## src/rtl/hazard_scoreboard_if.sv

```systemverilog
// rtl/hazard_scoreboard_if.sv - ID-stage operand, write-back and hold signals of the hazard scoreboard
interface hazard_scoreboard_if #(
   parameter int REG_ADDR_W = 5,
   parameter int LAT_W      = 4,
   parameter int PERF_W     = 32
);
   logic                  id_valid;
   logic [REG_ADDR_W-1:0] id_rs1;
   logic [REG_ADDR_W-1:0] id_rs2;
   logic                  id_rs1_used;
   logic                  id_rs2_used;
   logic                  id_is_branch;
   logic                  id_wr_en;
   logic [REG_ADDR_W-1:0] id_rd;
   logic [LAT_W-1:0]      id_lat;
   logic                  wb_done;
   logic [REG_ADDR_W-1:0] wb_rd;
   logic                  flush;
   logic                  pc_hold;
   logic                  ifid_hold;
   logic                  ctrl_hold;
   logic [PERF_W-1:0]     perf_hold_cycles;
   logic [PERF_W-1:0]     perf_hold_events;

   modport master (
      output id_valid, id_rs1, id_rs2, id_rs1_used, id_rs2_used, id_is_branch,
             id_wr_en, id_rd, id_lat, wb_done, wb_rd, flush,
      input  pc_hold, ifid_hold, ctrl_hold, perf_hold_cycles, perf_hold_events
   );

   modport slave (
      input  id_valid, id_rs1, id_rs2, id_rs1_used, id_rs2_used, id_is_branch,
             id_wr_en, id_rd, id_lat, wb_done, wb_rd, flush,
      output pc_hold, ifid_hold, ctrl_hold, perf_hold_cycles, perf_hold_events
   );
endinterface

```

## src/rtl/hazard_scoreboard.sv

```systemverilog
// rtl/hazard_scoreboard.sv - per-register countdown scoreboard generating ID-stage pipeline holds
// Optional stall counters enabled by HAZARD_SCOREBOARD_PERF_EN.
module hazard_scoreboard #(
   parameter int REG_ADDR_W = 5,
   parameter int MAX_LAT    = 15,
   parameter int LAT_W      = $clog2(MAX_LAT + 1),
   parameter int PERF_W     = 32
) (
   input logic               clk,
   input logic               rst,
   hazard_scoreboard_if.slave sb
);
   localparam int NREG = 2 ** REG_ADDR_W;
   localparam logic [LAT_W-1:0] MAX_LAT_V = LAT_W'(MAX_LAT);

   logic [LAT_W-1:0] cnt [NREG];
   logic [LAT_W-1:0] rs1_cnt;
   logic [LAT_W-1:0] rs2_cnt;
   logic [LAT_W-1:0] lat_sat;
   logic             need_rs1;
   logic             need_rs2;
   logic             hazard;
   logic             issue;

   assign rs1_cnt = cnt[sb.id_rs1];
   assign rs2_cnt = cnt[sb.id_rs2];

   // A branch compares in ID, so it needs the value one cycle earlier than an EX consumer.
   always_comb begin
      need_rs1 = 1'b0;
      need_rs2 = 1'b0;
      if (sb.id_rs1_used && sb.id_rs1 != '0)
         need_rs1 = sb.id_is_branch ? (rs1_cnt != '0) : (rs1_cnt > LAT_W'(1));
      if (sb.id_rs2_used && sb.id_rs2 != '0)
         need_rs2 = sb.id_is_branch ? (rs2_cnt != '0) : (rs2_cnt > LAT_W'(1));
   end

   assign hazard  = sb.id_valid && !sb.flush && (need_rs1 || need_rs2);
   assign issue   = sb.id_valid && !sb.flush && !hazard && sb.id_wr_en && (sb.id_rd != '0);
   assign lat_sat = (sb.id_lat > MAX_LAT_V) ? MAX_LAT_V : sb.id_lat;

   assign sb.pc_hold   = hazard;
   assign sb.ifid_hold = hazard;
   assign sb.ctrl_hold = hazard;

   always_ff @(posedge clk or posedge rst) begin
      if (rst) begin
         for (int r = 0; r < NREG; r++)
            cnt[r] <= '0;
      end else begin
         cnt[0] <= '0;
         for (int r = 1; r < NREG; r++) begin
            if (issue && sb.id_rd == REG_ADDR_W'(r))
               cnt[r] <= lat_sat;
            else if (sb.wb_done && sb.wb_rd == REG_ADDR_W'(r))
               cnt[r] <= '0;
            else if (cnt[r] != '0)
               cnt[r] <= cnt[r] - LAT_W'(1);
         end
      end
   end

`ifdef HAZARD_SCOREBOARD_PERF_EN
   logic [PERF_W-1:0] hold_cycles;
   logic [PERF_W-1:0] hold_events;
   logic              hazard_q;

   always_ff @(posedge clk or posedge rst) begin
      if (rst) begin
         hold_cycles <= '0;
         hold_events <= '0;
         hazard_q    <= 1'b0;
      end else begin
         hazard_q <= hazard;
         if (hazard && hold_cycles != '1)
            hold_cycles <= hold_cycles + PERF_W'(1);
         if (hazard && !hazard_q && hold_events != '1)
            hold_events <= hold_events + PERF_W'(1);
      end
   end

   assign sb.perf_hold_cycles = hold_cycles;
   assign sb.perf_hold_events = hold_events;
`else
   assign sb.perf_hold_cycles = '0;
   assign sb.perf_hold_events = '0;
`endif
endmodule

```

## src/flat_wrapper.sv

```systemverilog
// flat-port wrapper written by rule: the top's interface ports become plain ports
module hazard_scoreboard_flat 
#(
   parameter int REG_ADDR_W = 5,
   parameter int MAX_LAT    = 15,
   parameter int LAT_W      = $clog2(MAX_LAT + 1),
   parameter int PERF_W     = 32
)
  (clk, rst, sb_id_valid, sb_id_rs1, sb_id_rs2, sb_id_rs1_used, sb_id_rs2_used, sb_id_is_branch, sb_id_wr_en, sb_id_rd, sb_id_lat, sb_wb_done, sb_wb_rd, sb_flush, sb_pc_hold, sb_ifid_hold, sb_ctrl_hold, sb_perf_hold_cycles, sb_perf_hold_events);
  hazard_scoreboard_if #(.REG_ADDR_W(REG_ADDR_W), .LAT_W(LAT_W), .PERF_W(PERF_W)) sb_i ();
  input logic clk;
  input logic rst;
  input wire logic [$bits(sb_i.id_valid)-1:0] sb_id_valid;
  input wire logic [$bits(sb_i.id_rs1)-1:0] sb_id_rs1;
  input wire logic [$bits(sb_i.id_rs2)-1:0] sb_id_rs2;
  input wire logic [$bits(sb_i.id_rs1_used)-1:0] sb_id_rs1_used;
  input wire logic [$bits(sb_i.id_rs2_used)-1:0] sb_id_rs2_used;
  input wire logic [$bits(sb_i.id_is_branch)-1:0] sb_id_is_branch;
  input wire logic [$bits(sb_i.id_wr_en)-1:0] sb_id_wr_en;
  input wire logic [$bits(sb_i.id_rd)-1:0] sb_id_rd;
  input wire logic [$bits(sb_i.id_lat)-1:0] sb_id_lat;
  input wire logic [$bits(sb_i.wb_done)-1:0] sb_wb_done;
  input wire logic [$bits(sb_i.wb_rd)-1:0] sb_wb_rd;
  input wire logic [$bits(sb_i.flush)-1:0] sb_flush;
  output wire logic [$bits(sb_i.pc_hold)-1:0] sb_pc_hold;
  output wire logic [$bits(sb_i.ifid_hold)-1:0] sb_ifid_hold;
  output wire logic [$bits(sb_i.ctrl_hold)-1:0] sb_ctrl_hold;
  output wire logic [$bits(sb_i.perf_hold_cycles)-1:0] sb_perf_hold_cycles;
  output wire logic [$bits(sb_i.perf_hold_events)-1:0] sb_perf_hold_events;
  assign sb_i.id_valid = sb_id_valid;
  assign sb_i.id_rs1 = sb_id_rs1;
  assign sb_i.id_rs2 = sb_id_rs2;
  assign sb_i.id_rs1_used = sb_id_rs1_used;
  assign sb_i.id_rs2_used = sb_id_rs2_used;
  assign sb_i.id_is_branch = sb_id_is_branch;
  assign sb_i.id_wr_en = sb_id_wr_en;
  assign sb_i.id_rd = sb_id_rd;
  assign sb_i.id_lat = sb_id_lat;
  assign sb_i.wb_done = sb_wb_done;
  assign sb_i.wb_rd = sb_wb_rd;
  assign sb_i.flush = sb_flush;
  assign sb_pc_hold = sb_i.pc_hold;
  assign sb_ifid_hold = sb_i.ifid_hold;
  assign sb_ctrl_hold = sb_i.ctrl_hold;
  assign sb_perf_hold_cycles = sb_i.perf_hold_cycles;
  assign sb_perf_hold_events = sb_i.perf_hold_events;
  hazard_scoreboard #(.REG_ADDR_W(REG_ADDR_W), .MAX_LAT(MAX_LAT), .LAT_W(LAT_W), .PERF_W(PERF_W)) u_core (.clk(clk), .rst(rst), .sb(sb_i));
endmodule
```

## config.mk

```make
export PLATFORM = sky130hd
export DESIGN_NAME = hazard_scoreboard_flat
export DESIGN_NICKNAME = d
export VERILOG_FILES = /design/src/rtl/hazard_scoreboard_if.sv /design/src/rtl/hazard_scoreboard.sv /design/src/flat_wrapper.sv
export SDC_FILE = /design/constraint.sdc
export NUM_CORES = 1
export LEC_CHECK = 0
export BUFFER_PORTS_ARGS = -buffer_cell sky130_fd_sc_hd__buf_2
export CAP_MARGIN = 20
export CORE_MARGIN = 2
export CORE_UTILIZATION = 45
export DETAILED_ROUTE_END_ITERATION = 10
export SLEW_MARGIN = 20
export SYNTH_ARGS = -nofsm -noshare
export SYNTH_HDL_FRONTEND = slang
export SYNTH_SLANG_ARGS = --single-unit
export TNS_END_PERCENT = 30
```

## constraint.sdc

```tcl
create_clock -name clk -period 4.75 [get_ports clk]
set_input_delay 0.2375 -clock clk [delete_from_list [all_inputs] [get_ports clk]]
set_output_delay 0.2375 -clock clk [all_outputs]
set_load 0.05 [all_outputs]
```

**Word-level counts from Yosys, hierarchy flattened**

Index checks and enable logic that the tools add are counted.

- Register bits: 124
- Input port bits: 33
- Output and inout bits: 67
- Logic and storage cells: 374

- Add/sub/neg operators: 31
- Magnitude comparators: 5
- Eq/ne operators: 62
- Muxes and demuxes: 104
- Bitwise gates (word level): 2
- Reduce and logical (&&, ||, !) cells: 139

Operator list:

| cell | number |
|---|---|
| $mux 4 | 98 |
| $eq 5x5->1 const B | 32 |
| $reduce_bool 4->1 | 33 |
| $sub 4x1->4 const B | 31 |
| $reduce_bool 3->1 | 31 |
| $eq 5x4->1 const B | 16 |
| $logic_and 1x1->1 | 69 |
| $bmux 4 s5 | 2 |
| $eq 5x3->1 const B | 8 |
| $eq 5x2->1 const B | 4 |
| $reduce_bool 5->1 | 3 |
| $ge 6x6->1 const B | 2 |
| $not 5->6 | 2 |
| $eq 5x1->1 const B | 2 |
| $gt 4x1->1 const B | 2 |
| $gt 4x4->1 const B | 1 |
| $mux 1 | 4 |
| $logic_not 1->1 | 2 |
| $logic_or 1x1->1 | 1 |

**Depth between registers and ports, before layout**

Gate-level depths: netlist (run 1).

- Depth in word-level cells: 15
- Mapped depth: 12
- Mapped depth without buffers: 8

**Worst setup path before layout (run 1)**

Ideal clock, no wire load.

- Path type: input to output
- Start: in sb_id_rs1[0]
- End: out sb_ifid_hold
- Arrival time: 3.053 ns
- Required time: 4.513 ns
- Slack: 1.459 ns
- Cell stages on the path: 11
- Buffers on the path: 5
- Cell sequence: buf_4 -> buf_4 -> buf_2 -> mux4_2 -> nand3_1 -> o211ai_1 -> a221oi_2 -> nor2_4 -> buf_12 -> a21oi_1 -> buf_4

- Word-level cells in the longest chain between the ends: 9
- Elaborated cells between the ends (all ways): 12
- Classes of those cells: 1 x order compare; 5 x mux; 1 x bitwise; 5 x reduce/logical

RTL lines:

| element | RTL line | RTL |
|---|---|---|
| start: declaration | flat_wrapper.sv:14 | `input wire logic [$bits(sb_i.id_rs1)-1:0] sb_id_rs1;` |
| $not 5->6 (implied by the code) | hazard_scoreboard.sv:25 | `assign rs1_cnt = cnt[sb.id_rs1];` |
| $bmux 4 s5 | hazard_scoreboard.sv:25 |  |
| $mux 4 (implied by the code) (2 in series) | hazard_scoreboard.sv:25 |  |
| $gt 4x1->1 or $reduce_bool 4->1 (tied branches) | hazard_scoreboard.sv:33 | `need_rs1 = sb.id_is_branch ? (rs1_cnt != '0) : (rs1_cnt > LAT_W'(1));` |
| $mux 1 | hazard_scoreboard.sv:33 |  |
| $mux 1 * | hazard_scoreboard.sv:32 | `if (sb.id_rs1_used && sb.id_rs1 != '0)` |
| $logic_or 1x1->1 * | hazard_scoreboard.sv:38 | `assign hazard = sb.id_valid && !sb.flush && (need_rs1 \|\| need_rs2);` |
| $logic_and 1x1->1 * | hazard_scoreboard.sv:38 |  |
| end: declaration | flat_wrapper.sv:26 | `output wire logic [$bits(sb_i.ifid_hold)-1:0] sb_ifid_hold;` |

Every way passes the cells marked *; elsewhere a longest branch is shown, timed or not. The select of a mux whose other input is x is not followed.

**Final worst setup path (run 1)**

- Start: reg u_core.cnt[3] in the netlist's numbering
- End: out sb_ctrl_hold

- Word-level cells in the longest chain between the ends: 8
- Elaborated cells between the ends (all ways): 16
- Classes of those cells: 2 x order compare; 10 x mux; 4 x reduce/logical

RTL lines:

| element | RTL line | RTL |
|---|---|---|
| start: declaration | hazard_scoreboard.sv:16 | `logic [LAT_W-1:0] cnt [NREG];` |
| start signal: indexed assignment | hazard_scoreboard.sv:54 | `cnt[r] <= lat_sat;` |
| start signal: indexed assignment | hazard_scoreboard.sv:58 | `cnt[r] <= cnt[r] - LAT_W'(1);` |
| $bmux 4 s5, on equally long branches | hazard_scoreboard.sv:25, hazard_scoreboard.sv:26 |  |
| $mux 4, on equally long branches (2 in series) | hazard_scoreboard.sv:25, hazard_scoreboard.sv:26 |  |
| $gt 4x1->1, or another cell as far along | hazard_scoreboard.sv:33 |  |
| $mux 1, on equally long branches | hazard_scoreboard.sv:33, hazard_scoreboard.sv:35 |  |
| $mux 1, on equally long branches | hazard_scoreboard.sv:32, hazard_scoreboard.sv:34 |  |
| $logic_or 1x1->1 * | hazard_scoreboard.sv:38 |  |
| $logic_and 1x1->1 * | hazard_scoreboard.sv:38 |  |
| end: declaration | flat_wrapper.sv:27 | `output wire logic [$bits(sb_i.ctrl_hold)-1:0] sb_ctrl_hold;` |

Marks and branches as above.

==> results of run 1 <==
cell type report:
cell class / instances / area (um^2)
clock inverter: 6 / 158.9
inverter: 67 / 254.0
clock buffer: 23 / 488.0
multi-input combinational: 905 / 7112
tap: 324 / 405.4
sequential: 124 / 3103
timing repair buffer: 42 / 227.7
fill: 2290 / 12360
cells in the final DEF, fill, tap and decap left out, types with 9 or more instances in the layout:
cell and n:
sky130_fd_sc_hd__nor2_1 134, sky130_fd_sc_hd__dfrtp_1 124, sky130_fd_sc_hd__a21oi_1 73, sky130_fd_sc_hd__mux2_2 73, sky130_fd_sc_hd__nand2b_1 71, sky130_fd_sc_hd__inv_1 66, sky130_fd_sc_hd__conb_1 64, sky130_fd_sc_hd__ha_1 62
sky130_fd_sc_hd__nor3_1 61, sky130_fd_sc_hd__mux2_4 43, sky130_fd_sc_hd__a211oi_1 35, sky130_fd_sc_hd__buf_2 35, sky130_fd_sc_hd__or3_1 32, sky130_fd_sc_hd__or2_2 32, sky130_fd_sc_hd__nand3b_1 31, sky130_fd_sc_hd__xnor2_1 31
sky130_fd_sc_hd__nand4_4 20, sky130_fd_sc_hd__clkbuf_16 17, sky130_fd_sc_hd__mux4_2 16, sky130_fd_sc_hd__nand2_1 15, sky130_fd_sc_hd__mux2i_1 15, sky130_fd_sc_hd__mux2_1 10, sky130_fd_sc_hd__nor4_1 9
where the power goes:
group          total, mW  switching (mW)  internal, mW  leakage [nW]
Sequential          2.31           0.690          1.62          1.49
Combinational       3.91            1.79          2.12          3.33
Clock               1.46           0.485         0.979         0.315
Total               7.69            2.97          4.72          5.14
synthesized netlist by cell type, drive strengths merged (22+ instances only):
cell type and count:
nand2b 71, nor3 61, or3 32, nand3b 31
mux2 126, xnor2 31, a21oi 74, nand4 22
inv 67, nor2 135, dfrtp 124, or2 32
ha 62, buf 83, a211oi 35
kinds of logic after synthesis:
group / share of synthesized area [%]
AO/OA/AOI/OAI: 8.872
buffers and inverters: 8.940
XOR/XNOR: 2.478
other: 0.03422
flip-flops: 28.32
multiplexers: 19.08
AND/OR/NAND/NOR: 25.20
adder cells (fa/ha/maj): 7.079
worst paths after layout:
| path | startpoint | to |
|---|---|---|
| min in group clk | sb_wb_done | u_core.cnt[68] |
| max | u_core.cnt[3] | sb_ctrl_hold |
| max in group asynchronous | rst | u_core.cnt[26] |
| max reg2reg | u_core.cnt[3] | u_core.cnt[52] |
| min reg2reg | u_core.cnt[79] | u_core.cnt[79] |
| min | rst | u_core.cnt[106] |
layer usage:
metal	GRT usage [%]	wire length [um]	vias to the layer above
li1	-	-	3944
met3	2.883	1107	30
met1	30.75	13130	3995
met5	0	0	-
met2	35.66	12670	200
met4	7.084	490	0
critical path, stage by stage, from the launching register on:
cell                       delay, ps
sky130_fd_sc_hd__dfrtp_1         400
sky130_fd_sc_hd__nor3_1          560
sky130_fd_sc_hd__nand2b_1        190
sky130_fd_sc_hd__o221ai_1        100
sky130_fd_sc_hd__mux4_2          500
sky130_fd_sc_hd__nand2b_1        100
sky130_fd_sc_hd__a22o_4          650
sky130_fd_sc_hd__a21oi_1         260
sky130_fd_sc_hd__buf_2           290
stage by stage:
step / util (%) / area (um^2) / setup WS (ps)
after floorplan: - / 11190 / 1213
after global placement: 46.06 / 11100 / 1212
after detailed placement: 46.06 / 11100 / 1165
after CTS: 48.74 / 11750 / 1055
after global routing: 48.74 / 11750 / 884.7
final: 48.74 / 11750 / 1025
==> qor.yml, run 1 <==
power:
  finalPower_mw: 7.686
  power_density_nw_per_um2: 654.2
  leakage_nw: 5.137
  maximum_vdd_drop_v: 0.0002803
finish:
  num_antenna_cells: 0
  drive_gt1_share_pct: 23.22
  synthToLayoutAreaGrowth_pct: 7.217
  max_ffs_per_register: 124
  top_register: "u_core.cnt"
  largestRegisters: "u_core.cnt (124)"
  post_layout_nonfiller_instances: 1491
  finalNetCount: 1252
worst_setup_path:
  crit_required_ps: 4510
  worstSetupStartpointType: "register"
  cp_max_fo: 32
  timing.reg2reg.setup_slack_ps: 1360
  timing_worst_setup_path_type: "reg -> out"
  crit_arrival_ps: 3490
  cp-end-kind: "primary output"
  r2r_cells: 8
global_routing:
  number_of_antenna_violations_at_the_first_check_in_global_routing: 0
  grt_start_max_net_pins: 64
  first_global_vias: 8030
  globalRouteTotalUtil_pct: 22.06
  grt_pass1_wl_mm: 44.12
  overflow: 0
yosys:
  gate_count_post_synth: 1135
  post-synth-top-area-fraction_pct: 28.32
  synth_enable_flop_cells: 0
  syn-cell-area_um2: 10960
  synth.top_cells.by_area: "sky130_fd_sc_hd__dfrtp_1 (28%), sky130_fd_sc_hd__mux2_2 (7.5%), sky130_fd_sc_hd__ha_1 (7.1%), sky130_fd_sc_hd__mux2_4 (5.9%), sky130_fd_sc_hd__buf_4 (4.7%)"
  yosysWarnings: 0
  postSynth.topFlopCell: "sky130_fd_sc_hd__dfrtp_1"
  netlist.top_cell.by_area: "sky130_fd_sc_hd__dfrtp_1"
  synth.distinct_cells: 58
  synthArstFlopShare_pct: 100.0
  proportion_of_synthesized_chip_area_in_sequential_cells_pct: 28.32
  synthesis.area_per_instance_um2: 9.655
  synth.ff_latch_count: 124
sta:
  finalCritPeriodShare_pct: 78.42
  hold_ws_ps: 34.35
  total_neg_setup_slack_ps: 0
  tightest_slew_ps: 953.6
  finalHoldViolCount: 0
  clock-skew-final_ps: 8.179
  fmax_mhz: 268.5
  finalCriticalPeriod_ps: 3725
  relSlewSlack_pct: 36.43
  report.final.setup_viol: 0
  rsz_0062_raised_after_global_routing: "false"
  drv_slew: 0
floorplan:
  initial_core_util_pct: 45.46
  chipHeight_um: 160.1
  die_area_um2: 25620
  placement_rows: 57
  top_level_ports: 100
  core_area_um2: 24110
  dieWidth_um: 160.1
place:
  routability_cong: 0.8501
  placedCellCount: 1462
  post-dp-hpwl_mm: 19.40
  numPortBuffers: 35
worst_hold_path:
  hold_path_class: "in -> async"
run:
  max_capacitance_violation_count: 0
route:
  detailedRoute.firstPassIterationCount: 5
  detail_route.iter0.violations: 625
  antenna_violating_nets_post_route: 0
  totalWireLength_mm: 27.40
  drc: 0
  detail_route.wl_per_cell_um: 18.38
  num_vias: 8169
  vias_per_cell: 5.479
cts:
  inserted_clock_buffers: 17
  cts.repair_timing.setup_buffer_count: 0
  cts_htree_levels: 4
  cts-resized-gates: 0
  cts.root.buffer_cell: "sky130_fd_sc_hd__clkbuf_16"
  cts_num_sinks: 124
  clk_lat_worst_skew_ps: 430
  hold_buffers: 0
  cts_tree: "done"
  clock_path_buffers: 2
  cts.reportedPaths.clkPinSlew_ps: 60
status:
  outcome: "finished, final reports clean"
Note: power is estimated with default switching activity, not from simulation.
==> inputs of run 2 (changes only) <==
--- a/config.mk
+++ b/config.mk
@@ -5,6 +5,7 @@
 export SDC_FILE = /design/constraint.sdc
 export NUM_CORES = 1
 export LEC_CHECK = 0
+export ABC_AREA = 1
 export BUFFER_PORTS_ARGS = -buffer_cell sky130_fd_sc_hd__buf_2
 export CAP_MARGIN = 20
 export CORE_MARGIN = 2
==> constraint.sdc (replaced) <==
create_clock -name clk -period 3.8 [get_ports clk]
set_input_delay 0.19 -clock clk [delete_from_list [all_inputs] [get_ports clk]]
set_output_delay 0.19 -clock clk [all_outputs]
set_load 0.05 [all_outputs]
==> qor.yml, run 2 <==
status:
  outcome: "finished, final reports clean"  # unchanged
sta:
  layout_setup_ws_ps: 887.6  # was 1025 ps
  total_neg_setup_slack_ps: 0  # unchanged
  tightest_slew_ps: 1024  # was 953.6 ps
  finalCriticalPeriod_ps: 2912
  finalCritPeriodShare_pct: 76.64
  report.final.setup_viol: 0  # unchanged
  hold_ws_ps: 297.0  # was 34.35 ps
  rsz_0062_raised_after_global_routing: "false"  # unchanged
  clock-skew-final_ps: 10.71  # was 8.179 ps
  drv_slew: 0  # unchanged
  fmax_mhz: 343.4
  relSlewSlack_pct: 31.71  # was 36.43%
  finalHoldViolCount: 0  # unchanged
finish:
  finalNetCount: 1913  # was 1252
  number_of_fill_cells_in_the_layout: 2573  # was 2290
  layout.cells.most_common: "sky130_fd_sc_hd__nand2_1"  # was sky130_fd_sc_hd__nor2_1
  max_ffs_per_register: 124  # unchanged
  largestRegisters: "u_core.cnt (124)"  # unchanged
  multi_input_area_um2: 6500  # was 7112 um^2
  drive_gt1_share_pct: 6.608  # was 23.22%
  seq_area_um2: 3103  # unchanged
  top_register: "u_core.cnt"  # unchanged
  synthToLayoutAreaGrowth_pct: 7.726  # was 7.217%
  final_cell_mix: "sky130_fd_sc_hd__nand2_1 (540), sky130_fd_sc_hd__inv_1 (281), sky130_fd_sc_hd__nand3_1 (221), sky130_fd_sc_hd__nor2_1 (197), sky130_fd_sc_hd__dfrtp_1 (124)"  # was sky130_fd_sc_hd__nor2_1 (134), sky130_fd_sc_hd__dfrtp_1 (124), sky130_fd_sc_hd__a21oi_1 (73), sky130_fd_sc_hd__mux2_2 (73), sky130_fd_sc_hd__nand2b_1 (71)
  num_antenna_cells: 0  # unchanged
cts:
  hold_buffers: 1  # was 0
  clk_lat_worst_skew_ps: 430  # about the same
  cts.repair_timing.setup_buffer_count: 0  # unchanged
  clock_path_buffers: 2  # unchanged
  cts_htree_levels: 4  # unchanged
  cts_tree: "done"  # unchanged
  cts.root.buffer_cell: "sky130_fd_sc_hd__clkbuf_16"  # unchanged
  cts-resized-gates: 0  # unchanged
  inserted_clock_buffers: 17  # unchanged
  cts_num_sinks: 124  # unchanged
  cts.reportedPaths.clkPinSlew_ps: 60  # about the same
power:
  leakage_nw: 6.948  # was 5.137 nW
  power_density_nw_per_um2: 794.0  # was 654.2 nW/um^2
  finalPower_mw: 9.558  # was 7.686 mW
  maximum_vdd_drop_v: 0.0003467  # was 0.0002803 V
place:
  place_ws_ps: 767.5  # was 1165 ps
  post-dp-hpwl_mm: 25.48  # was 19.40 mm
  routability_cong: 1.036  # was 0.8501
  numPortBuffers: 35  # unchanged
yosys:
  post-synth-top-area-fraction_pct: 27.77  # was 28.32%
  netlist_top_cells_count: "sky130_fd_sc_hd__nand2_1 (540), sky130_fd_sc_hd__inv_1 (282), sky130_fd_sc_hd__nand3_1 (221)"  # was sky130_fd_sc_hd__nor2_1 (134), sky130_fd_sc_hd__dfrtp_1 (124), sky130_fd_sc_hd__a21oi_1 (73), sky130_fd_sc_hd__mux2_2 (73), sky130_fd_sc_hd__nand2b_1 (71)
  synthesis.area_per_instance_um2: 6.243  # was 9.655 um^2
  proportion_of_synthesized_chip_area_in_sequential_cells_pct: 27.77  # was 28.32%
  synth.ff_latch_count: 124  # unchanged
  gate_count_post_synth: 1790  # was 1135
  synth.distinct_cells: 35  # was 58
  yosysWarnings: 0  # unchanged
  postSynth.topFlopCell: "sky130_fd_sc_hd__dfrtp_1"  # unchanged
  syn-cell-area_um2: 11170  # was 10960 um^2
  synthArstFlopShare_pct: 100.0  # unchanged
  synth.top_cells.by_area: "sky130_fd_sc_hd__dfrtp_1 (28%), sky130_fd_sc_hd__nand2_1 (18%), sky130_fd_sc_hd__nand3_1 (9.9%), sky130_fd_sc_hd__inv_1 (9.5%), sky130_fd_sc_hd__ha_1 (6.9%)"  # was sky130_fd_sc_hd__dfrtp_1 (28%), sky130_fd_sc_hd__mux2_2 (7.5%), sky130_fd_sc_hd__ha_1 (7.1%), sky130_fd_sc_hd__mux2_4 (5.9%), sky130_fd_sc_hd__buf_4 (4.7%)
  netlist.top_cell.by_area: "sky130_fd_sc_hd__dfrtp_1"  # unchanged
  synth_enable_flop_cells: 0  # unchanged
  synth.most_common_cell: "sky130_fd_sc_hd__nand2_1"  # was sky130_fd_sc_hd__nor2_1
route:
  num_vias: 11080  # was 8169
  drc: 0  # unchanged
  vias_per_cell: 5.140  # was 5.479
  detail_route.iter0.violations: 1274  # was 625
  detailedRoute.firstPassIterationCount: 6  # was 5
  detail_route.wl_per_cell_um: 16.26  # was 18.38 um
  totalWireLength_mm: 35.05  # was 27.40 mm
  antenna_violating_nets_post_route: 0  # unchanged
run:
  max_capacitance_violation_count: 0  # unchanged
floorplan:
  chipHeight_um: 161.6  # was 160.1 um
  top_level_ports: 100  # unchanged
  die_area_um2: 26110  # was 25620 um^2
  core_area_um2: 24320  # was 24110 um^2
  placement_rows: 57  # unchanged
  dieWidth_um: 161.6  # was 160.1 um
  initial_core_util_pct: 45.95  # was 45.46%
global_routing:
  overflow: 0  # unchanged
  grt_pass1_wl_mm: 54.88  # was 44.12 mm
  globalRouteTotalUtil_pct: 27.15  # was 22.06%
  first_global_vias: 10060  # was 8030
  number_of_antenna_violations_at_the_first_check_in_global_routing: 0  # unchanged
  grt_start_max_net_pins: 78  # was 64
worst_setup_path:
  cpPeakStageDelay_ps: 360  # was 650 ps
  cp_cell_sequence: "buf_2 > inv_1 > nor2_1 > nand2_1 > nand2_1 > nor2_1 > nand2_1 > nand2_1 > nand3_1 > nand2_1 > nand3_1 > nand3_2 > buf_4 > a21boi_0 > buf_2"  # was nor3_1 > nand2b_1 > o221ai_1 > mux4_2 > nand2b_1 > a22o_4 > a21oi_1 > buf_2
  critPathMostFrequentCell: "sky130_fd_sc_hd__nand2_1"  # was sky130_fd_sc_hd__nand2b_1
  timing.critical_path.slowest_stage_cell: "sky130_fd_sc_hd__nor2_1"  # was sky130_fd_sc_hd__a22o_4
  crit_arrival_ps: 2720  # was 3490 ps
  cp_max_fo: 15  # was 32
  worstSetupStartpointType: "input pin"  # was register
  cp-end-kind: "primary output"  # unchanged
  crit_required_ps: 3610  # was 4510 ps
  timing_worst_setup_path_type: "in -> out"  # was reg -> out
worst_hold_path:
  hold_path_class: "in -> reg"  # was in -> async
[run 2: cell count changes in the layout (fill, tap and decap cells not counted), moves of 35 or more]
cell                       change
sky130_fd_sc_hd__nand2_1     +525
sky130_fd_sc_hd__inv_1       +215
sky130_fd_sc_hd__nand3_1     +215
sky130_fd_sc_hd__mux2_2       -73
sky130_fd_sc_hd__nand2b_1     -71
sky130_fd_sc_hd__nor2_1       +63
sky130_fd_sc_hd__nor3_1       -51
sky130_fd_sc_hd__xor2_1       +51
sky130_fd_sc_hd__mux2_4       -43
sky130_fd_sc_hd__a211oi_1     -35
[run 2: power breakdown]
group / leakage [nW] / switching, mW / total (mW) / internal [mW]
combinational: 5.17 / 3.21 / 5.19 / 1.98
sequential: 1.49 / 0.562 / 2.61 / 2.05
clock: 0.289 / 0.686 / 1.76 / 1.07
[run 2: cell type report]
class	count	area share [%]
timing repair buffer	47	2.224
sequential	124	25.78
clock inverter	12	1.362
tap	324	3.368
multi-input combinational	1326	54.00
inverter	302	9.479
clock buffer	20	3.794
[run 2: path summary, 6_finish.rpt]
check,startpoint,end,slack (ps),depth (start not counted)
min in group asynchronous,rst,u_core.cnt[18],450,3
worst min register to register,u_core.cnt[20],u_core.cnt[20],480,2
worst max register to register,u_core.cnt[49],u_core.cnt[0],1040,15
worst min-delay path,sb_id_lat[2],u_core.cnt[38],300,4
worst max-delay path,sb_id_rs2[1],sb_ctrl_hold,890,15
max in group asynchronous,rst,u_core.cnt[86],2480,4
[run 2: per-layer routing]
layer	vias up	global-route usage, %	routed length [um]
met3	67	5.059	2935
li1	5456	-	-
met4	0	8.969	945
met2	473	43.67	15640
met5	-	0	0
met1	5081	36.83	15530
[run 2: critical path, delay by kind of cell]
kind            cells  cell delay [ps]
buf+inv             4             1190
simple gates       10             1010
compound gates      1              330
[run 2: cell families after synthesis]
family / Yosys count / synth area share, %
buffers and inverters: 403 / 16.18
AND/OR/NAND/NOR: 1027 / 39.00
flip-flops: 124 / 27.77
XOR/XNOR: 61 / 4.781
adder cells (fa/ha/maj): 62 / 6.942
other: 1 / 0.03356
AO/OA/AOI/OAI: 112 / 5.296
[run 2: metrics by stage]
step                      cell area (um^2)  cells  util (%)
after global routing                 12040   2155     49.50
after detailed placement             11410   2122     46.91
after global placement               11410   2122     46.91
after floorplan                      11410   1853         -
after CTS                            12040   2155     49.50
final                                12040   2155     49.50
